===== src/rtl/booth_pkg.sv =====
// Shared types and widths for the booth multiplier datapath, controller and operand feeder.
// Latency: n/a (declarations only).
// Backpressure: n/a.
package booth_pkg;

    localparam int BOOTH_WIDTH      = 16;
    localparam int BOOTH_PROD_WIDTH = 32;

    typedef enum logic [2:0] {
        ST_IDLE   = 3'd0,
        ST_LOAD_M = 3'd1,
        ST_LOAD_Q = 3'd2,
        ST_BUSY   = 3'd3,
        ST_HOLD   = 3'd4
    } booth_state_e;

    // Counter width able to hold the largest of the three preload values (n-1).
    function automatic int cnt_width(input int m_hold, input int q_hold, input int timeout);
        int mx;
        mx = m_hold;
        if (q_hold > mx) mx = q_hold;
        if (timeout > mx) mx = timeout;
        return (mx <= 1) ? 1 : $clog2(mx);
    endfunction

endpackage


===== src/rtl/booth_hold_counter.sv =====
// Loadable down-counter with zero flag, shared by operand hold and timeout phases.
// Latency: load/decrement visible one cycle later; zero flag is combinational from the count.
// Backpressure: none; load has priority over decrement, count saturates at zero.
module booth_hold_counter #(
    parameter int CW = 6
) (
    input  logic          clk,
    input  logic          rst_n,
    input  logic          load_i,
    input  logic [CW-1:0] load_val_i,
    input  logic          dec_i,
    output logic          zero_o
);

    logic [CW-1:0] cnt_q, cnt_d;

    // Next count: reload wins, otherwise step down and stop at zero.
    always_comb begin
        cnt_d = cnt_q;
        if (load_i) begin
            cnt_d = load_val_i;
        end else if (dec_i && (cnt_q != '0)) begin
            cnt_d = cnt_q - CW'(1);
        end
    end

    // Count register.
    always_ff @(posedge clk or negedge rst_n) begin
        if (!rst_n) begin
            cnt_q <= '0;
        end else begin
            cnt_q <= cnt_d;
        end
    end

    assign zero_o = (cnt_q == '0);

endmodule


===== src/rtl/booth_operand_feeder.sv =====
// Sequences one operand pair onto the multiplier data_in bus (multiplicand, then multiplier) and returns the product.
// Latency: mul_data/mul_start one cycle after accept; out_valid one cycle after mul_done is sampled in BUSY.
// Backpressure: in_ready only in IDLE; product held with out_valid until out_ready, no overlap of transactions.
module booth_operand_feeder
    import booth_pkg::*;
#(
    parameter int WIDTH   = BOOTH_WIDTH,
    parameter int M_HOLD  = 2,
    parameter int Q_HOLD  = 2,
    parameter int TIMEOUT = 64
) (
    input  logic               clk,
    input  logic               rst_n,
    input  logic               in_valid,
    output logic               in_ready,
    input  logic [WIDTH-1:0]   in_a,
    input  logic [WIDTH-1:0]   in_b,
    output logic [WIDTH-1:0]   mul_data,
    output logic               mul_start,
    input  logic               mul_done,
    input  logic [2*WIDTH-1:0] mul_product,
    output logic               out_valid,
    input  logic               out_ready,
    output logic [2*WIDTH-1:0] out_product,
    output logic               timeout_err
);

    localparam int            CW     = cnt_width(M_HOLD, Q_HOLD, TIMEOUT);
    localparam logic [CW-1:0] M_LOAD = CW'(M_HOLD - 1);
    localparam logic [CW-1:0] Q_LOAD = CW'(Q_HOLD - 1);
    localparam logic [CW-1:0] T_LOAD = CW'(TIMEOUT - 1);

    booth_state_e       state_q, state_d;
    logic [WIDTH-1:0]   a_q, a_d, b_q, b_d;
    logic [2*WIDTH-1:0] prod_q, prod_d;
    logic               err_q, err_d;

    logic               cnt_load, cnt_dec, cnt_zero;
    logic [CW-1:0]      cnt_load_val;

    logic               accept, done_busy, timeout_hit;

    assign accept      = (state_q == ST_IDLE) && in_valid;
    // A done outside BUSY is a leftover from the previous operation and is ignored.
    assign done_busy   = (state_q == ST_BUSY) && mul_done;
    // Done on the same cycle as the counter expiring takes priority over the timeout.
    assign timeout_hit = (state_q == ST_BUSY) && !mul_done && cnt_zero;

    booth_hold_counter #(
        .CW (CW)
    ) u_hold_cnt (
        .clk        (clk),
        .rst_n      (rst_n),
        .load_i     (cnt_load),
        .load_val_i (cnt_load_val),
        .dec_i      (cnt_dec),
        .zero_o     (cnt_zero)
    );

    // State register.
    always_ff @(posedge clk or negedge rst_n) begin
        if (!rst_n) begin
            state_q <= ST_IDLE;
        end else begin
            state_q <= state_d;
        end
    end

    // Next-state logic.
    always_comb begin
        state_d = state_q;
        unique case (state_q)
            ST_IDLE:   if (accept)                   state_d = ST_LOAD_M;
            ST_LOAD_M: if (cnt_zero)                 state_d = ST_LOAD_Q;
            ST_LOAD_Q: if (cnt_zero)                 state_d = ST_BUSY;
            ST_BUSY:   if (done_busy || timeout_hit) state_d = ST_HOLD;
            ST_HOLD:   if (out_ready)                state_d = ST_IDLE;
            default:                                 state_d = ST_IDLE;
        endcase
    end

    // Moore outputs decoded from the current state.
    always_comb begin
        in_ready  = 1'b0;
        mul_start = 1'b0;
        out_valid = 1'b0;
        mul_data  = '0;
        unique case (state_q)
            ST_IDLE:   in_ready = 1'b1;
            ST_LOAD_M: begin mul_start = 1'b1; mul_data = a_q; end
            ST_LOAD_Q: begin mul_start = 1'b1; mul_data = b_q; end
            ST_BUSY:   begin mul_start = 1'b1; mul_data = b_q; end
            ST_HOLD:   out_valid = 1'b1;
            default:   in_ready = 1'b0;
        endcase
    end

    // Hold counter control: preload on entry to each timed phase, count down inside them.
    always_comb begin
        cnt_load     = 1'b0;
        cnt_load_val = M_LOAD;
        cnt_dec      = (state_q == ST_LOAD_M) || (state_q == ST_LOAD_Q) || (state_q == ST_BUSY);
        if (accept) begin
            cnt_load     = 1'b1;
            cnt_load_val = M_LOAD;
        end else if ((state_q == ST_LOAD_M) && cnt_zero) begin
            cnt_load     = 1'b1;
            cnt_load_val = Q_LOAD;
        end else if ((state_q == ST_LOAD_Q) && cnt_zero) begin
            cnt_load     = 1'b1;
            cnt_load_val = T_LOAD;
        end
    end

    // Operand capture, product capture and sticky timeout flag.
    always_comb begin
        a_d    = a_q;
        b_d    = b_q;
        prod_d = prod_q;
        err_d  = err_q;
        if (accept) begin
            a_d   = in_a;
            b_d   = in_b;
            err_d = 1'b0;
        end
        if (done_busy) begin
            prod_d = mul_product;
        end else if (timeout_hit) begin
            prod_d = '0;
            err_d  = 1'b1;
        end
    end

    // Datapath registers.
    always_ff @(posedge clk or negedge rst_n) begin
        if (!rst_n) begin
            a_q    <= '0;
            b_q    <= '0;
            prod_q <= '0;
            err_q  <= 1'b0;
        end else begin
            a_q    <= a_d;
            b_q    <= b_d;
            prod_q <= prod_d;
            err_q  <= err_d;
        end
    end

    assign out_product = prod_q;
    assign timeout_err = err_q;

endmodule

===== config.mk =====
export PLATFORM = sky130hd
export DESIGN_NAME = booth_operand_feeder
export DESIGN_NICKNAME = d
export VERILOG_FILES = /design/src/rtl/booth_pkg.sv /design/src/rtl/booth_hold_counter.sv /design/src/rtl/booth_operand_feeder.sv
export SDC_FILE = /design/constraint.sdc
export NUM_CORES = 1
export LEC_CHECK = 0
export BUFFER_PORTS_ARGS = -buffer_cell sky130_fd_sc_hd__buf_4
export CORE_UTILIZATION = 40
export DETAILED_ROUTE_END_ITERATION = 6
export GPL_TIMING_DRIVEN = 0
export PLACE_DENSITY = 0.64
export SYNTH_ARGS = -nofsm -noshare
export SYNTH_HDL_FRONTEND = slang
export SYNTH_SLANG_ARGS = --single-unit

===== constraint.sdc =====
create_clock -name clk -period 2.51 [get_ports clk]
set_input_delay 0.1255 -clock clk [delete_from_list [all_inputs] [get_ports clk]]
set_output_delay 0.1255 -clock clk [all_outputs]
set_load 0.01 [all_outputs]

==> qor.txt, run 1 <==
Final Slew Violations = 0
Initial antenna violation count = 0
Largest area contributor in the netlist = dfrtp_1
Num CTS Buffers = 9
Residual DRC = 0
Flip-flop and latch count after synthesis = 74
Post-route setup TNS = 0 ns
Gr ovfl total = 0
Initial cell density of the core = 42.4%
I/O pin cnt = 121
Fin Hold WS = 0.0167 ns
Total inserted antenna cells = 0
Share of the cycle needed by the critical path after routing = 89.5%
Final weighted congestion in routability-driven placement = 0.752
Transition time at the pin with the least slew margin = 0.919 ns
Type of origin of the critical path = flop
Width of the die = 90.6 um
Area Growth Syn to Fin = 60.5%
Post-Syn Instances = 232
Total Wirelength = 8460 um
Sequence of cells on the critical path = inv_1 -> nor3_2 -> clkbuf_2 -> a22o_1 -> buf_4
Run status = finished clean
Crit. End Element = primary output
TritonCTS Sinks = 74
Placement row count = 31
Design area = 0.00504 mm^2
Critical path peak fanout = 10
Sequential element share of the synthesized area = 59.0%
Path category of the worst min-delay check = primary input to flop
Number of synthesized flops with an enable pin = 0
Share of synthesized flip-flops with an asynchronous set or reset = 100%
DP HPWL = 5420 um
Max-cap viol count = 0
First-pass GRT wire length = 13700 um
Clock Tree Root = clkbuf_8
Area share of the largest cell type after synthesis = 59.0%
Cell Pwr Density = 1160 mW/mm^2
Critical-path cell with the highest stage delay = nor3_2
Mapped cell area = 0.00314 mm^2
Die H = 90.6 um
Pin count of the biggest net entering global routing = 75
Number of optimization iterations in the first detailed-route pass = 4
Level count of the clock H-tree = 3
Buffers on Ports = 120
Max VDD drop = 598 uV
Syn avg cell area = 13.5 um^2
Most common cell in the netlist = dfrtp_1
CTS tree = built
Average via count per standard cell = 5.05
Startpoint-to-endpoint class of the critical path = flop to primary output
Overall die area = 0.00821 mm^2
Most instantiated cells after synthesis = 74 x dfrtp_1, 45 x a22o_1, 32 x mux2_2, 9 x clkbuf_1, 6 x nor3_1
Post-route minimum period = 2.25 ns
Via count of the first global-routing pass = 2830
Filler cell count in the final layout = 569
Fraction of layout cells with a size suffix above 1 = 43.0%
Leakage = 2.42 nW
Overall Global Routing Usage = 21.4%
Yosys warns = 0
Required time reported for the critical path endpoint = 2.38 ns
Via total after detailed routing = 2670
Syn nets = 303
Number of hold-slack violations in the final timing report = 0
Buffers inserted during post-CTS setup optimization = 0
Final setup violating endpoints = 0
Delay of the slowest cell on the worst path = 0.51 ns
PnR Total Power = 0.00584 W
Net total in the final layout = 497
Post-DR wirelength/cell = 16.0 um
Clock Latency Late Sink = 0.35 ns
Fmax = 0.445 GHz
Largest clock skew in the final design = 0.00763 ns
Worst Path Arrival = 2.12 ns
Total placed instance area = 0.00417 mm^2
Setup repair after global routing missed its margin = no
Slew Limit Headroom = 38.7%
Unique masters post-synth = 35
Floorplan Core Area = 0.00741 mm^2
Violation count after the first detailed-routing iteration = 87
Clock-pin transition on the worst setup and hold timing paths = 0.07 ns
Maximum buffer depth of the clock tree = 2
Antenna Violating Nets Remaining = 0
Most common flop cell mapped by yosys = dfrtp_1
Top cells by area, synth = dfrtp_1 59%, a22o_1 13%, mux2_2 11%
## cell type report
class	instances	area, um^2	share of cell area [%]
plain buffers	18	114	2.26
clock buffers	9	124	2.46
clock inverters	6	115	2.28
inverters	5	18.8	0.372
multi-input cells	135	1160	23.1
flip-flops and latches	74	1850	36.7
well taps	99	124	2.46
repair buffers	183	1530	30.4
## cells in the final DEF, fill, tap and decap left out, types with 2 or more instances in the layout
cell / n
buf_4: 120
dfrtp_1: 74
dlygate4sd3_1: 63
a22o_1: 45
mux2_2: 32
clkbuf_8: 10
clkbuf_1: 8
inv_1: 5
nor3_1: 5
nor2_1: 5
a311oi_1: 5
buf_2: 4
nand2_1: 4
buf_6: 4
o21ai_0: 4
a31oi_1: 4
a21oi_1: 4
a22o_2: 3
bufinv_16: 3
nand3_1: 2
o21bai_1: 2
o22ai_1: 2
ha_1: 2
## metrics by stage
stage	setup slack [ns]	util, %	std cells
after floorplan	0.619	-	232
after global placement	0.199	56.2	451
after detailed placement	0.145	56.2	451
after CTS	0.0426	67.9	528
after global routing	0.0764	68.0	529
final	0.262	68.0	529
## layer usage
layer	vias to the layer above	global-route usage, %	wire (um)
met2	57	35.7	4340
met1	1330	25.5	3600
met4	0	10.2	246
li1	1263	-	-
met3	20	5.98	276
met5	-	0	0
## registers in the layout, summed over array words and instances, names as in the netlist
register          flops
timeout_err           1
b_q                  16
out_product          32
a_q                  16
state_q               3
u_hold_cnt.cnt_q      6
## report_power, final
group	switching, W	total (W)	internal, W
Combinational	0.00114	0.00262	0.00148
Sequential	0.000354	0.00212	0.00176
Clock	0.000448	0.00111	0.000659
## cell families (layout without fill, tap and decap cells)
kind of cell	after synthesis	after routing	share of synthesized area, %
multiplexers	32	32	11.5
buffers and inverters	23	221	4.18
AO/OA/AOI/OAI	73	73	19.4
AND/OR/NAND/NOR	28	28	5.22
flip-flops	74	74	59.0
adder cells (fa/ha/maj)	2	2	0.797
## what timing repair did
action	CTS	global route
hold buffers	62	1
resized for setup	1	2
hold endpoints to repair	135	1
setup endpoints to repair	10	10
## worst max-delay path, delay by kind of cell, from the launching register on
| kind | cells | cell delay [ns] |
|---|---|---|
| AO/OA/AOI/OAI | 1 | 0.21 |
| buffers and inverters | 3 | 0.60 |
| flip-flops | 1 | 0.46 |
| AND/OR/NAND/NOR | 1 | 0.51 |
## final timing paths
path,depth (start not counted),to,slack [ns],startpoint
worst max-delay path,5,mul_data[1],0.26,state_q[0]$_DFFE_PN0P_
worst min-delay path,2,a_q[14]$_DFFE_PN0P_,0.02,in_a[14]
worst max register to register,6,out_product[25]$_DFFE_PN0P_,0.47,u_hold_cnt.cnt_q[2]$_DFFE_PN0P_
worst min register to register,1,out_product[5]$_DFFE_PN0P_,0.50,out_product[5]$_DFFE_PN0P_
max in group asynchronous,2,b_q[1]$_DFFE_PN0P_,1.46,rst_n
min in group asynchronous,2,out_product[30]$_DFFE_PN0P_,0.44,rst_n
Note: power is estimated with default switching activity, not from simulation.
==> inputs of run 2 (changes only) <==
Settings changed: HOLD_SLACK_MARGIN from default to 0.1.
Clock period 2.51 ns to 2.65 ns, I/O delays scaled along.
==> run 2 against run 1 <==
- worst setup slack got worse by 0.051 ns
- non-clock buffer count rose by 3
- global-route usage rose by 0.22 points
- highest routed layer unchanged
- register-to-register slack improved by 0.14 ns
- clock power fell by 5%
- flip-flop and latch count did not move
==> qor.txt, run 2 (synthesis results as in run 1) <==
Cell Pwr Density = 1090 mW/mm^2 (-5.8%)
Pre-CTS setup slack = 0.278 ns (+0.133 ns)
Share of the cycle needed by the critical path after routing = 92.0%
Final weighted congestion in routability-driven placement = 0.752 (unchanged)
Fraction of layout cells with a size suffix above 1 = 42.5% (-0.53 points)
Initial cell density of the core = 42.4% (unchanged)
Pin count of the biggest net entering global routing = 75 (unchanged)
Number of cells on the worst hold path = 3 (+1)
Buffers on Ports = 120 (unchanged)
Net total in the final layout = 500 (+0.60%)
Total Wirelength = 8470 um (about the same)
Worst Path Arrival = 2.31 ns (+0.19 ns)
Max-cap viol count = 0 (unchanged)
Commonest non-fill, non-tap cell in the layout = buf_4
Final Slew Violations = 0 (unchanged)
Clock Tree Root = clkbuf_8
Startpoint-to-endpoint class of the critical path = flop to primary output
Number of flip-flops under the largest register name = 32 (unchanged)
Crit. End Element = primary output
Max VDD drop = 592 uV (-1.1%)
Placement row count = 31 (unchanged)
Run status = finished clean
Maximum buffer depth of the clock tree = 2 (unchanged)
Path category of the worst min-delay check = primary input to flop
First-pass GRT wire length = 13800 um (+1.2%)
Required time reported for the critical path endpoint = 2.52 ns (+0.14 ns)
Total placed cells including tap cells = 451 (unchanged)
Post-route setup TNS = 0 ns (unchanged)
Residual DRC = 0 (unchanged)
Area Growth Syn to Fin = 61.4%
Largest clock skew in the final design = 0.00735 ns (-0.000286 ns)
Number of optimization iterations in the first detailed-route pass = 4 (unchanged)
Clock Latency Late Sink = 0.36 ns (about the same)
I/O pin cnt = 121 (unchanged)
Number of hold-slack violations in the final timing report = 0 (unchanged)
Initial antenna violation count = 0 (unchanged)
Level count of the clock H-tree = 3 (unchanged)
Post-layout worst setup margin = 0.211 ns (-0.0511 ns)
Slew Limit Headroom = 38.9% (+0.11 points)
Leakage = 2.43 nW (+0.40%)
Antenna Violating Nets Remaining = 0 (unchanged)
Non-filler instance count after layout = 532 (+0.57%)
Share of the core filled with cells = 68.4% (+0.39 points)
TritonCTS Sinks = 74 (unchanged)
Via count of the first global-routing pass = 2874 (+1.6%)
Setup repair after global routing missed its margin = no
Critical path peak fanout = 10 (unchanged)
Overall Global Routing Usage = 21.7% (+0.22 points)
Violation count after the first detailed-routing iteration = 105 (+21%)
Die H = 90.6 um (unchanged)
CTS tree = built
Buffers inserted during post-CTS setup optimization = 0 (unchanged)
Via total after detailed routing = 2685 (+0.56%)
Clock-pin transition on the worst setup and hold timing paths = 0.07 ns (about the same)
Worst Reg-to-Reg Cells = 6 (unchanged)
Type of origin of the critical path = flop
Commonest cells after routing, fill and taps aside = 120 x buf_4, 74 x dfrtp_1, 66 x dlygate4sd3_1
Overall die area = 0.00821 mm^2 (unchanged)
Width of the die = 90.6 um (unchanged)
Gr ovfl total = 0 (unchanged)
Total inserted antenna cells = 0 (unchanged)
Final setup violating endpoints = 0 (unchanged)
DP HPWL = 5420 um (unchanged)
Post-route minimum period = 2.44 ns
Floorplan Core Area = 0.00741 mm^2 (unchanged)
Post-DR wirelength/cell = 15.9 um (-0.54%)
Num CTS Buffers = 9 (unchanged)
Transition time at the pin with the least slew margin = 0.917 ns (-0.00165 ns)
Average via count per standard cell = 5.05 (about the same)
Fin Hold WS = 0.113 ns (+0.0961 ns)
Fmax = 0.410 GHz
==> run 2: path summary, 6_finish.rpt <==
path	from	end	slack [ns]
max reg2reg	u_hold_cnt.cnt_q[2]$_DFFE_PN0P_	out_product[25]$_DFFE_PN0P_	0.61
min in group asynchronous	rst_n	out_product[30]$_DFFE_PN0P_	0.45
max in group asynchronous	rst_n	b_q[7]$_DFFE_PN0P_	1.60
min reg2reg	out_product[4]$_DFFE_PN0P_	out_product[4]$_DFFE_PN0P_	0.50
min	in_valid	state_q[0]$_DFFE_PN0P_	0.11
max	state_q[0]$_DFFE_PN0P_	mul_data[3]	0.21
==> run 2: worst max-delay path, cell delays in order (launching register included) <==
cell and delay (ns):
dfrtp_1 0.46, inv_1 0.11, nor3_2 0.51, clkbuf_1 0.48, a22o_1 0.26, buf_4 0.13
==> run 2: final cells by class <==
type	count	area [um^2]
fillers	556	2340
flip-flops and latches	74	1850
repair buffers	186	1560
multi-input cells	135	1160
clock buffers	9	124
well taps	99	124
clock inverters	6	115
plain buffers	18	113
inverters	5	18.8
==> run 2: report_power, final <==
part	internal (W)	total (W)	switching [W]	leakage, nW
clock network	0.000624	0.00105	0.000421	0.116
logic	0.00140	0.00248	0.00108	1.41
registers	0.00167	0.00201	0.000338	0.905
==> run 2: metal layers <==
layer,global-route usage [%],share of wire [%],vias to the layer above
met5,0,0,-
met4,11.3,4.0,0
met3,5.98,3.6,27
met2,35.9,51,63
met1,25.6,42,1324
li1,-,-,1271
==> run 2: repair_timing <==
item / CTS / global route
resized for setup: 1 / 0
hold buffers: 66 / 0
endpoints found under the setup margin: 10 / 0
endpoints found under the hold margin: 139 / 0
==> run 2: per-stage QoR <==
step	area (um^2)	total power, W
4_1_cts	5070	0.00557
3_5_place_dp	4170	0.00441
3_3_place_gp	4170	0.00437
5_1_grt	5070	0.00588
2_1_floorplan	3140	0.00336
6_report	5070	0.00554
==> inputs of run 3 (changes only) <==
Settings changed: RECOVER_POWER from default to 25.
==> run 3 against run 2 <==
- the run now ends with max-capacitance violations, max-slew violations left
- count of clock-buffer cells in the layout did not move
- worst setup slack worse by 0.0037 ns
- global-route usage is the same
- critical path depth unchanged
- first-iteration DRC count fell by 5.7%
- sequential share of layout area is 0.93 points higher
- largest power group unchanged
==> qor.txt, run 3 (synthesis results as in run 1) <==
CTS tree = built
Number of hold-slack violations in the final timing report = 0 (unchanged)
Leakage = 2.30 nW (-5.3%)
Type of origin of the critical path = flop
I/O pin cnt = 121 (unchanged)
Via count of the first global-routing pass = 2874 (unchanged)
Area Growth Syn to Fin = 57.4%
Filler cell count in the final layout = 598 (+7.6%)
Overall die area = 0.00821 mm^2 (unchanged)
Total inserted antenna cells = 0 (unchanged)
Pin count of the biggest net entering global routing = 75 (unchanged)
Buffers inserted during post-CTS setup optimization = 0 (unchanged)
Share of the cycle needed by the critical path after routing = 92.2% (+0.14 points)
Post-DR wirelength/cell = 16.0 um (+0.72%)
PnR Total Power = 0.00536 W (-3.2%)
Required time reported for the critical path endpoint = 2.52 ns (about the same)
Depth of the critical timing path with buffers and inverters included = 5 (unchanged)
TritonCTS Sinks = 74 (unchanged)
Commonest non-fill, non-tap cell in the layout = buf_4
Total Wirelength = 8530 um (+0.72%)
Delay of the slowest cell on the worst path = 0.52 ns (about the same)
Setup repair after global routing missed its margin = no
Worst Path Arrival = 2.31 ns (about the same)
Cell Pwr Density = 1080 mW/mm^2 (-0.70%)
Floorplan Core Area = 0.00741 mm^2 (unchanged)
Initial antenna violation count = 0 (unchanged)
First-pass GRT wire length = 13800 um (unchanged)
Max VDD drop = 593 uV (+0.23%)
Multi-input combinational cell area = 0.00116 mm^2 (unchanged)
Startpoint-to-endpoint class of the critical path = flop to primary output
Die H = 90.6 um (unchanged)
Initial cell density of the core = 42.4% (unchanged)
Clock-pin transition on the worst setup and hold timing paths = 0.07 ns (about the same)
Antenna Violating Nets Remaining = 0 (unchanged)
Residual DRC = 0 (unchanged)
Final Slew Violations = 75 (+75)
Fmax = 0.409 GHz (-0.15%)
Kind of cell with the highest combined delay on the critical path = buffers and inverters
Num CTS Buffers = 9 (unchanged)
Worst Reg-to-Reg Cells = 6 (unchanged)
Critical path peak fanout = 10 (unchanged)
Path category of the worst min-delay check = primary input to flop
Level count of the clock H-tree = 3 (unchanged)
Share of the core filled with cells = 66.7% (-1.7 points)
Crit. End Element = primary output
Slew Limit Headroom = -20.1% (-59 points)
Sequence of cells on the critical path = inv_1 -> nor3_2 -> clkbuf_1 -> a22o_1 -> buf_4
Storage element area = 0.00185 mm^2 (unchanged)
Number of flip-flops under the largest register name = 32 (unchanged)
Number of cells on the worst hold path = 3 (unchanged)
Average via count per standard cell = 5.10 (+1.1%)
Post-route setup TNS = 0 ns (unchanged)
Clock Tree Root = clkbuf_8
Fraction of layout cells with a size suffix above 1 = 34.9% (-7.6 points)
Violation count after the first detailed-routing iteration = 99 (-5.7%)
Net total in the final layout = 500 (unchanged)
Worst path bufs/invs = 3 (unchanged)
Clock Latency Late Sink = 0.36 ns (about the same)
Buffers on Ports = 120 (unchanged)
Final setup violating endpoints = 0 (unchanged)
Overall Global Routing Usage = 21.7% (unchanged)
Final weighted congestion in routability-driven placement = 0.752 (unchanged)
Via total after detailed routing = 2714 (+1.1%)
Critical-path cell with the highest stage delay = nor3_2
Transition time at the pin with the least slew margin = 1.80 ns (+0.885 ns)
Gr ovfl total = 0 (unchanged)
Failing checks = max-capacitance violations, max-slew violations
Commonest cells after routing, fill and taps aside = 86 x buf_4, 74 x dfrtp_1, 66 x dlygate4sd3_1
Placement row count = 31 (unchanged)
Run status = complete, but fails checks
Post-route minimum period = 2.44 ns (+0.00366 ns)
Maximum buffer depth of the clock tree = 2 (unchanged)
Max-cap viol count = 1 (+1)
Width of the die = 90.6 um (unchanged)
DP HPWL = 5420 um (unchanged)
Number of optimization iterations in the first detailed-route pass = 4 (unchanged)
Largest clock skew in the final design = 0.00737 ns (+0.0000225 ns)
[run 3: changes by cell type in the layout (fill, tap and decap cells not counted), sizes merged]
cell and delta:
clkbuf +34, buf -34
[run 3: layer usage]
metal | wire, um | track usage (%)
met4 | 302 | 11.3
met1 | 3560 | 25.6
met5 | 0 | 0
met3 | 344 | 5.98
met2 | 4320 | 35.9
[run 3: path summary, 6_finish.rpt]
path,start,slack [ns],end
max,state_q[0]$_DFFE_PN0P_,0.21,mul_data[3]
min,in_valid,0.11,state_q[0]$_DFFE_PN0P_
max reg2reg,u_hold_cnt.cnt_q[2]$_DFFE_PN0P_,0.61,out_product[25]$_DFFE_PN0P_
min reg2reg,out_product[5]$_DFFE_PN0P_,0.50,out_product[5]$_DFFE_PN0P_
max in group asynchronous,rst_n,0.78,b_q[7]$_DFFE_PN0P_
min in group asynchronous,rst_n,0.79,out_product[30]$_DFFE_PN0P_
[run 3: cell type report]
cell class	instances	share of cell area [%]
Timing Repair Buffer	186	29.0
Inverter	5	0.380
Clock inverter	6	2.33
Buffer	18	2.28
Clock buffer	9	2.51
Sequential cell	74	37.5
Multi-Input combinational cell	135	23.5
Tap cell	99	2.51
[run 3: per-stage QoR]
stage | cells | worst slack (ns) | hold slack, ns | area [um^2]
floorplan | 232 | 0.759 | -0.163 | 3140
global placement | 451 | 0.332 | 0.329 | 4170
detailed placement | 451 | 0.278 | 0.330 | 4170
CTS | 532 | 0.176 | 0.101 | 5070
global route | 532 | 0.101 | 0.120 | 4940
finish | 532 | 0.208 | 0.111 | 4940
[run 3: tightest hold or removal path: cells and delay by family]
| family | cells | cell delay (ns) |
|---|---|---|
| buf+inv | 1 | 0.08 |
| simple gates | 2 | 0.20 |
[run 3: what timing repair did]
action	in CTS	in global routing
hold endpoints to repair	139	0
endpoints found under the setup margin	10	0
gates resized for setup	1	0
hold buffers	66	0
[run 3: report_power, final]
part | total, W | switching [W] | internal [W]
sequential | 0.00200 | 0.000334 | 0.00167
combinational | 0.00231 | 0.00108 | 0.00123
clock | 0.00105 | 0.000423 | 0.000624
total | 0.00536 | 0.00184 | 0.00352
